File: config.mk
export PLATFORM = sky130hd
export DESIGN_NAME = wb_queue
export DESIGN_NICKNAME = d
export VERILOG_FILES = /design/src/rtl/cpu_pkg.sv /design/src/rtl/wb_fifo.sv /design/src/rtl/wb_queue.sv
export SDC_FILE = /design/constraint.sdc
export NUM_CORES = 1
export LEC_CHECK = 0
export BUFFER_PORTS_ARGS = -buffer_cell sky130_fd_sc_hd__buf_2
export CORE_ASPECT_RATIO = 1.2
export CORE_UTILIZATION = 30
export CTS_BUF_LIST = sky130_fd_sc_hd__clkbuf_4
export DETAILED_ROUTE_END_ITERATION = 12
export SYNTH_ARGS = -nofsm -noshare
export SYNTH_HDL_FRONTEND = slang
export SYNTH_HIERARCHICAL = 1
export SYNTH_SLANG_ARGS = --single-unit
File: constraint.sdc
create_clock -name clk -period 5.1 [get_ports clk]
set_input_delay 0.255 -clock clk [delete_from_list [all_inputs] [get_ports clk]]
set_output_delay 0.255 -clock clk [all_outputs]
set_load 0.03 [all_outputs]
File: src/rtl/cpu_pkg.sv
// Shared CPU definitions for the writeback path.
// Holds register/data widths and the pending-write entry type.
package cpu_pkg;

  localparam int REG_ADDR_W = 3;
  localparam int DATA_W     = 8;

  typedef struct packed {
    logic [REG_ADDR_W-1:0] dest;
    logic [DATA_W-1:0]     data;
  } wb_entry_t;

endpackage

File: src/rtl/wb_fifo.sv
// Circular storage for pending register writes.
// Exposes raw slots so the owner can search them for forwarding.
module wb_fifo
  import cpu_pkg::*;
#(
  parameter int DEPTH = 4
) (
  input  logic                     clk,
  input  logic                     rst_i,
  input  logic                     push,
  input  logic                     pop,
  input  wb_entry_t                pushEntry,
  output wb_entry_t                slots [DEPTH],
  output logic [$clog2(DEPTH)-1:0] headPtr,
  output logic [$clog2(DEPTH):0]   count
);

  localparam int PW = $clog2(DEPTH);

  logic [PW-1:0] tailPtr;

  // Pointers are exactly log2(DEPTH) bits, so they wrap for free.
  always_ff @(posedge clk or posedge rst_i) begin
    if (rst_i) begin
      headPtr <= '0;
      tailPtr <= '0;
      count   <= '0;
    end else begin
      if (push) tailPtr <= tailPtr + 1'b1;
      if (pop)  headPtr <= headPtr + 1'b1;
      unique case ({push, pop})
        2'b10:   count <= count + 1'b1;
        2'b01:   count <= count - 1'b1;
        default: count <= count;
      endcase
    end
  end

  always_ff @(posedge clk) begin
    if (push) slots[tailPtr] <= pushEntry;
  end

endmodule

File: src/rtl/wb_queue.sv
// Writeback queue: buffers ALU results until the regfile accepts them,
// and forwards the youngest pending value to decode-stage readers.
module wb_queue
  import cpu_pkg::*;
#(
  parameter int DEPTH = 4
) (
  input  logic                  clk,
  input  logic                  rst_i,
  input  logic                  res_valid_i,
  output logic                  res_ready_o,
  input  logic [REG_ADDR_W-1:0] res_dest_i,
  input  logic [DATA_W-1:0]     res_data_i,
  output logic                  wr_en_o,
  input  logic                  wr_ready_i,
  output logic [REG_ADDR_W-1:0] wr_reg_o,
  output logic [DATA_W-1:0]     wr_data_o,
  input  logic [REG_ADDR_W-1:0] byp_reg1_i,
  input  logic [REG_ADDR_W-1:0] byp_reg2_i,
  output logic                  byp_hit1_o,
  output logic                  byp_hit2_o,
  output logic [DATA_W-1:0]     byp_data1_o,
  output logic [DATA_W-1:0]     byp_data2_o,
  output logic [$clog2(DEPTH):0] count_o
);

  localparam int PW = $clog2(DEPTH);
  localparam int CW = PW + 1;
  localparam logic [CW-1:0] FULL = CW'(DEPTH);

  wb_entry_t     slots [DEPTH];
  wb_entry_t     pushEntry;
  logic [PW-1:0] headPtr;
  logic [CW-1:0] count;
  logic          pushFire;
  logic          popFire;
  logic [PW-1:0] idx;

  assign pushEntry = '{dest: res_dest_i, data: res_data_i};

  // Ready comes only from stored occupancy, never from this cycle's pop.
  assign res_ready_o = count < FULL;
  assign pushFire    = res_valid_i & res_ready_o;
  assign wr_en_o     = count != '0;
  assign popFire     = wr_en_o & wr_ready_i;
  assign count_o     = count;

  assign wr_reg_o  = wr_en_o ? slots[headPtr].dest : '0;
  assign wr_data_o = wr_en_o ? slots[headPtr].data : '0;

  wb_fifo #(.DEPTH(DEPTH)) uFifo (
    .clk       (clk),
    .rst_i     (rst_i),
    .push      (pushFire),
    .pop       (popFire),
    .pushEntry (pushEntry),
    .slots     (slots),
    .headPtr   (headPtr),
    .count     (count)
  );

  // Walk oldest to youngest so the last match is the freshest value.
  always_comb begin
    byp_hit1_o  = 1'b0;
    byp_hit2_o  = 1'b0;
    byp_data1_o = '0;
    byp_data2_o = '0;
    idx         = '0;
    for (int i = 0; i < DEPTH; i++) begin
      idx = headPtr + PW'(i);
      if (CW'(i) < count) begin
        if (slots[idx].dest == byp_reg1_i) begin
          byp_hit1_o  = 1'b1;
          byp_data1_o = slots[idx].data;
        end
        if (slots[idx].dest == byp_reg2_i) begin
          byp_hit2_o  = 1'b1;
          byp_data2_o = slots[idx].data;
        end
      end
    end
  end

endmodule

# Word-level counts from Yosys, hierarchy flattened
# Cells that the tools add are included.
# word_totals
output_inout_bits,34
word_cells,98
regBits,51
in_bits,21
# op_classes
addsub,6
reduce_logical,3
n_eq_ne,10
bitwise_logic,7
n_lt_le_gt_ge,11
muxes,50
# op_table
cell,n
two-way mux 8 bit,17
two-way mux 11 bit,9
binary-select mux 11 bit (select 2 bit),4
bitwise mux 44 bit,1
== test 3 bit,8
demux 11 bit (select 2 bit),1
two-way mux 1 bit,16
greater-or-equal comparator 3 bit (second input constant),5
NOT 2 -> 3 bit,5
less-than comparator 1 x 3 -> 1 bit (first input constant),2
less-than comparator 2 x 3 -> 1 bit (first input constant),2
case mux 3 bit (2 select lines),1
adder 2 x 1 -> 2 bit (second input constant),2
adder 2 bit (second input constant),2
adder 3 x 1 -> 3 bit (second input constant),1
less-than comparator 3 x 1 -> 1 bit (second input constant),1
less-than comparator 3 bit (second input constant),1
two-way mux 3 bit,1
nonzero test 3 bit,1
subtractor 3 x 1 -> 3 bit (second input constant),1
AND 1 bit,2
== test 2 x 1 -> 1 bit (second input constant),1
== test 2 bit (second input constant),1
nonzero test 2 bit,1
logical AND 1 bit,1

# Logic depth before layout (Yosys ltp)
# logic_depth
depth_word,13
mapped_depth,9
depth_no_buf,8

# Hierarchy
# The synthesis kept the hierarchy.
# modules_own_cells
mod,cells_per_inst,seq_area_each_um2,n_inst,area_per_inst_um2
wb_queue,231,0.0,1,2214.6
wb_fifo,79,1496.4,1,1709.1

# Worst setup path after synthesis
# Ideal clock, no wire load.
# synth_path
kind,flip-flop to output port
from,reg uFifo.count[0]
to,out byp_data1_o[7]
slack_ns,2.252
path_buffers,1
path_stages_with_launch,6
arrival_time_ns,2.593
t_required_ns,4.845
path_cell_list,dfrtp_1 -> or3_1 -> clkbuf_1 -> and2_1 -> a311oi_1 -> o31ai_1
# synth_between
elab_chain_cells,8
elab_cells_between_ends,11
classes_between,order compare: 4; mux: 7
# synth_rtl
element,line,text
start: declaration,wb_fifo.sv:15,output logic [$clog2(DEPTH):0] count
start signal: assignment,wb_fifo.sv:32,2'b10: count <= count + 1'b1;
start signal: assignment,wb_fifo.sv:33,2'b01: count <= count - 1'b1;
start signal: assignment,wb_fifo.sv:34,default: count <= count;
less-than comparator 1 x 3 -> 1 bit,wb_queue.sv:71,if (CW'(i) < count) begin
two-way mux 8 bit,wb_queue.sv:71,
two-way mux 8 bit,wb_queue.sv:72,if (slots[idx].dest == byp_reg1_i) begin
two-way mux 8 bit,wb_queue.sv:71,
two-way mux 8 bit,wb_queue.sv:72,
two-way mux 8 bit,wb_queue.sv:71,
two-way mux 8 bit,wb_queue.sv:72,
two-way mux 8 bit (*),wb_queue.sv:71,
end: declaration,wb_queue.sv:22,"output logic [DATA_W-1:0] byp_data1_o,"
# Mark *: on every way between the ends. The rest lies on a longest branch, timed or not.

# Final worst setup path
# layout_path
from,reg uFifo.headPtr[0]
to,out byp_data1_o[0]
# layout_between
elab_chain_cells,13
elab_cells_between_ends,31
classes_between,add/sub: 3; eq/ne: 4; mux: 20; bitwise: 4
# layout_rtl
element,line,text
start: declaration,wb_fifo.sv:14,"output logic [$clog2(DEPTH)-1:0] headPtr,"
start signal: assignment,wb_fifo.sv:30,if (pop) headPtr <= headPtr + 1'b1;
"parallel branches: the longest is 12 deep, another holds adder 2 x 1 -> 2 bit",-,
two-way mux 8 bit (*),wb_queue.sv:71,
# Mark *: on every way between the ends. The select of a mux whose other input is x is not followed.

==> metrics.md <==
| Metric | Value |
|---|---|
| Overall routing resource usage | 13.4% |
| Routed Antenna Nets | 0 |
| Synthesized area per cell | 12.7 µm² |
| Run status | completed |
| Initial DRC count | around 130 |
| Clk_skew | 0.0162 ns |
| Die ar. | 13,500 µm² |
| Synthesized Nets | 337 |
| FFs w/ async S/R, synth | 13.7% |
| Cell count after synthesis | 310 |
| Largest net degree at the start of global routing | between 40 and 50 |
| CTS H-tree depth | 2 |
| Die X | 106 µm |
| Vias/cell | around 5.4 |
| Slew margin rel. | 37.9% |
| CP Launch Type | flop |
| Slew @ Worst Pin | a little over 0.9 ns |
| CTS buffer count | 5 |
| Final Max Tran Viols | 0 |
| Post-Route WL | 9030 µm |
| Vias in the first global route | 2,790 |
| Placed Instances | 508 |
| Pre-CTS setup slack | 1.81 ns |
| Commonest non-fill, non-tap cell in the layout | buf_2 |
| Sequential area share after synthesis | 38.1% |
| Initial antenna violation count | 1 |
| Dpl cell area | 4280 µm² |
| Synth-to-layout area growth | 11.4% |
| Final min period | 3.69 ns |
| CTS tree | yes |
| Number of remaining DRC errors | 0 |
| DR pass1 iterations | 4 |
| Area of the core | 12,700 µm² |
| Hpwl dp | 7300 µm |
| I/O Pins | 55 |
| Die extent in y | 127 µm |
| Clk_lat worst skew | 0.37 ns |
| Critical-path maximum fanout | 44 |
| Post-synthesis cell type count | 36 |
| Worst setup EP type | primary output |
| Setup Viol. Count Final | 0 |
| FF+latch count, synth | slightly above 50 |
| EDFF count, synth | 44 |
| Ys Warns | 6 |
| Nets | between 300 and 400 |
| Design area | between 4000 and 5000 µm² |
| Overflow after GRT | 0 |
| Root buf cell | clkbuf_4 |
| Gp weighted congestion | 0.880 |
| Setup_tns | 0 ns |
| First-pass GRT wire length | 14,200 µm |
| Non-filler instance count after layout | between 500 and 600 |
| Via count | 2,813 |
| # Max-Cap Violations | 0 |
| Share of layout cells above drive strength 1 | 32.0% |
| CTS max path bufs | 2 |
| Hold Violations, Final | 0 |
| # port buffers | 54 |
| Hold Path Class | input port to flop |
| Post-Syn Area | a little under 4000 µm² |
| Fin crit share | approximately 72% |
| Commonest non-fill, non-tap cells in the layout | buf_2 (54), edfxtp_1 (44), mux4_2 (41), nand2_1 (35), xor2_1 (22) |
| Row cnt | 45 |
| Final WS setup | 1.41 ns |
| Setup CP Type | flop to primary output |
| Worst Path Required | 4.85 ns |
| Wirelength per Cell | 17.4 µm |
| Main flop type after synthesis | edfxtp_1 |
| Arrival time worst endpoint | 3.43 ns |
| Fmax | 271 MHz |
| CTS clock-pin slew for the worst setup and hold paths | approximately 0.15 ns |
| Clock sink count | 51 |
| Initial core utilization | 30.8% |
| RSZ-0062 raised after global routing | false |
==> what timing repair did <==
item | CTS | global route
endpoints found under the hold margin | 7 | 0
setup buffers | 0 | 0
resized for setup | 0 | 0
hold buffers | 1 | 0
==> cell type report <==
cell class	instances	area (µm²)
fill	1261	8350
multi-input combinational	222	2230
sequential	51	1500
timing repair buffer	57	295
tap	164	205
inverter	15	56.3
clock inverter	3	42.5
clock buffer	5	37.5
antenna	1	2.50
==> worst max-delay path, stage by stage (launching register included) <==
cell and delay [ns]:
dfrtp_2 0.40, buf_4 0.52, mux4_2 0.62, xor2_1 0.19
nor4_4 0.78, nand2_1 0.14, o31ai_2 0.13, buf_2 0.26
==> synthesized netlist by cell type, types with 2 or more instances <==
cell / n / area [µm²]
nor4_4: 2 / 42.5
o21ai_1: 2 / 10.0
mux4_1: 3 / 78.8
nand2_1: 35 / 131
o31ai_1: 15 / 113
a31oi_1: 2 / 12.5
xnor2_1: 14 / 123
buf_4: 3 / 22.5
nor4_1: 20 / 125
buf_1: 2 / 7.51
mux4_2: 41 / 923
dfrtp_1: 7 / 175
xor2_1: 22 / 193
buf_6: 3 / 33.8
ha_1: 5 / 62.6
nor2_1: 19 / 71.3
nor3_4: 2 / 32.5
inv_1: 15 / 56.3
buf_2: 7 / 35.0
and2_1: 9 / 56.3
a211oi_1: 4 / 30.0
edfxtp_1: 44 / 1320
and4_1: 2 / 17.5
a21oi_1: 2 / 10.0
nand4_1: 3 / 18.8
a311oi_1: 12 / 105
clkbuf_1: 6 / 22.5
==> per-layer routing <==
layer | part of all wire (%) | global-route usage, % | wire length [µm]
met1 | 41 | 16.7 | 3730
met2 | 53 | 23.5 | 4760
met3 | 4.2 | 1.63 | 383
met4 | 1.7 | 5.72 | 153
met5 | 0 | 0 | 0
==> sequential cells by signal, summed over array words and instances (netlist names) <==
signal,count
uFifo/slots,44
uFifo/count,3
uFifo/headPtr,2
uFifo/tailPtr,2
==> cells by family (layout without fill, tap and decap cells) <==
logic type      count (synthesis)  in the layout  synth area share [%]
simple gates                   96             96                  13.4
compound gates                 39             39                  7.59
other cells                     0              1                     0
buf+inv                        37             80                  4.91
xor+xnor                       36             36                  8.04
flops                          51             51                  38.1
mux                            45             45                  25.8
fa+ha+maj                       6              6                  2.10
==> metrics by stage <==
| step | util, % | hold WS, ns |
|---|---|---|
| 6_report | 34.4 | 0.0888 |
| 4_1_cts | 34.3 | 0.0669 |
| 5_1_grt | 34.4 | 0.0650 |
| 2_1_floorplan | - | 0.0584 |
| 3_5_place_dp | 33.6 | 0.209 |
| 3_3_place_gp | 33.6 | 0.196 |
==> path summary, 6_finish.rpt <==
kind | from | endpoint | slack, ns | cells past startpoint
hold reg to reg | uFifo/headPtr[0]$_DFFE_PP0P_ | uFifo/headPtr[0]$_DFFE_PP0P_ | 0.49 | 1
setup / recovery | uFifo/headPtr[0]$_DFFE_PP0P_ | byp_data1_o[0] | 1.41 | 7
min in group asynchronous | rst_i | uFifo/headPtr[1]$_DFFE_PP0P_ | 0.35 | 3
max in group asynchronous | rst_i | uFifo/headPtr[0]$_DFFE_PP0P_ | 4.50 | 3
setup reg to reg | uFifo/count[0]$_DFFE_PP0P_ | uFifo/count[2]$_DFFE_PP0P_ | 2.73 | 8
hold / removal | res_dest_i[2] | uFifo/slots[43]$_DFFE_PP_ | 0.09 | 1
Power is not shown: default switching activity piles up to over one toggle a cycle in this logic, so the estimate is an artifact.
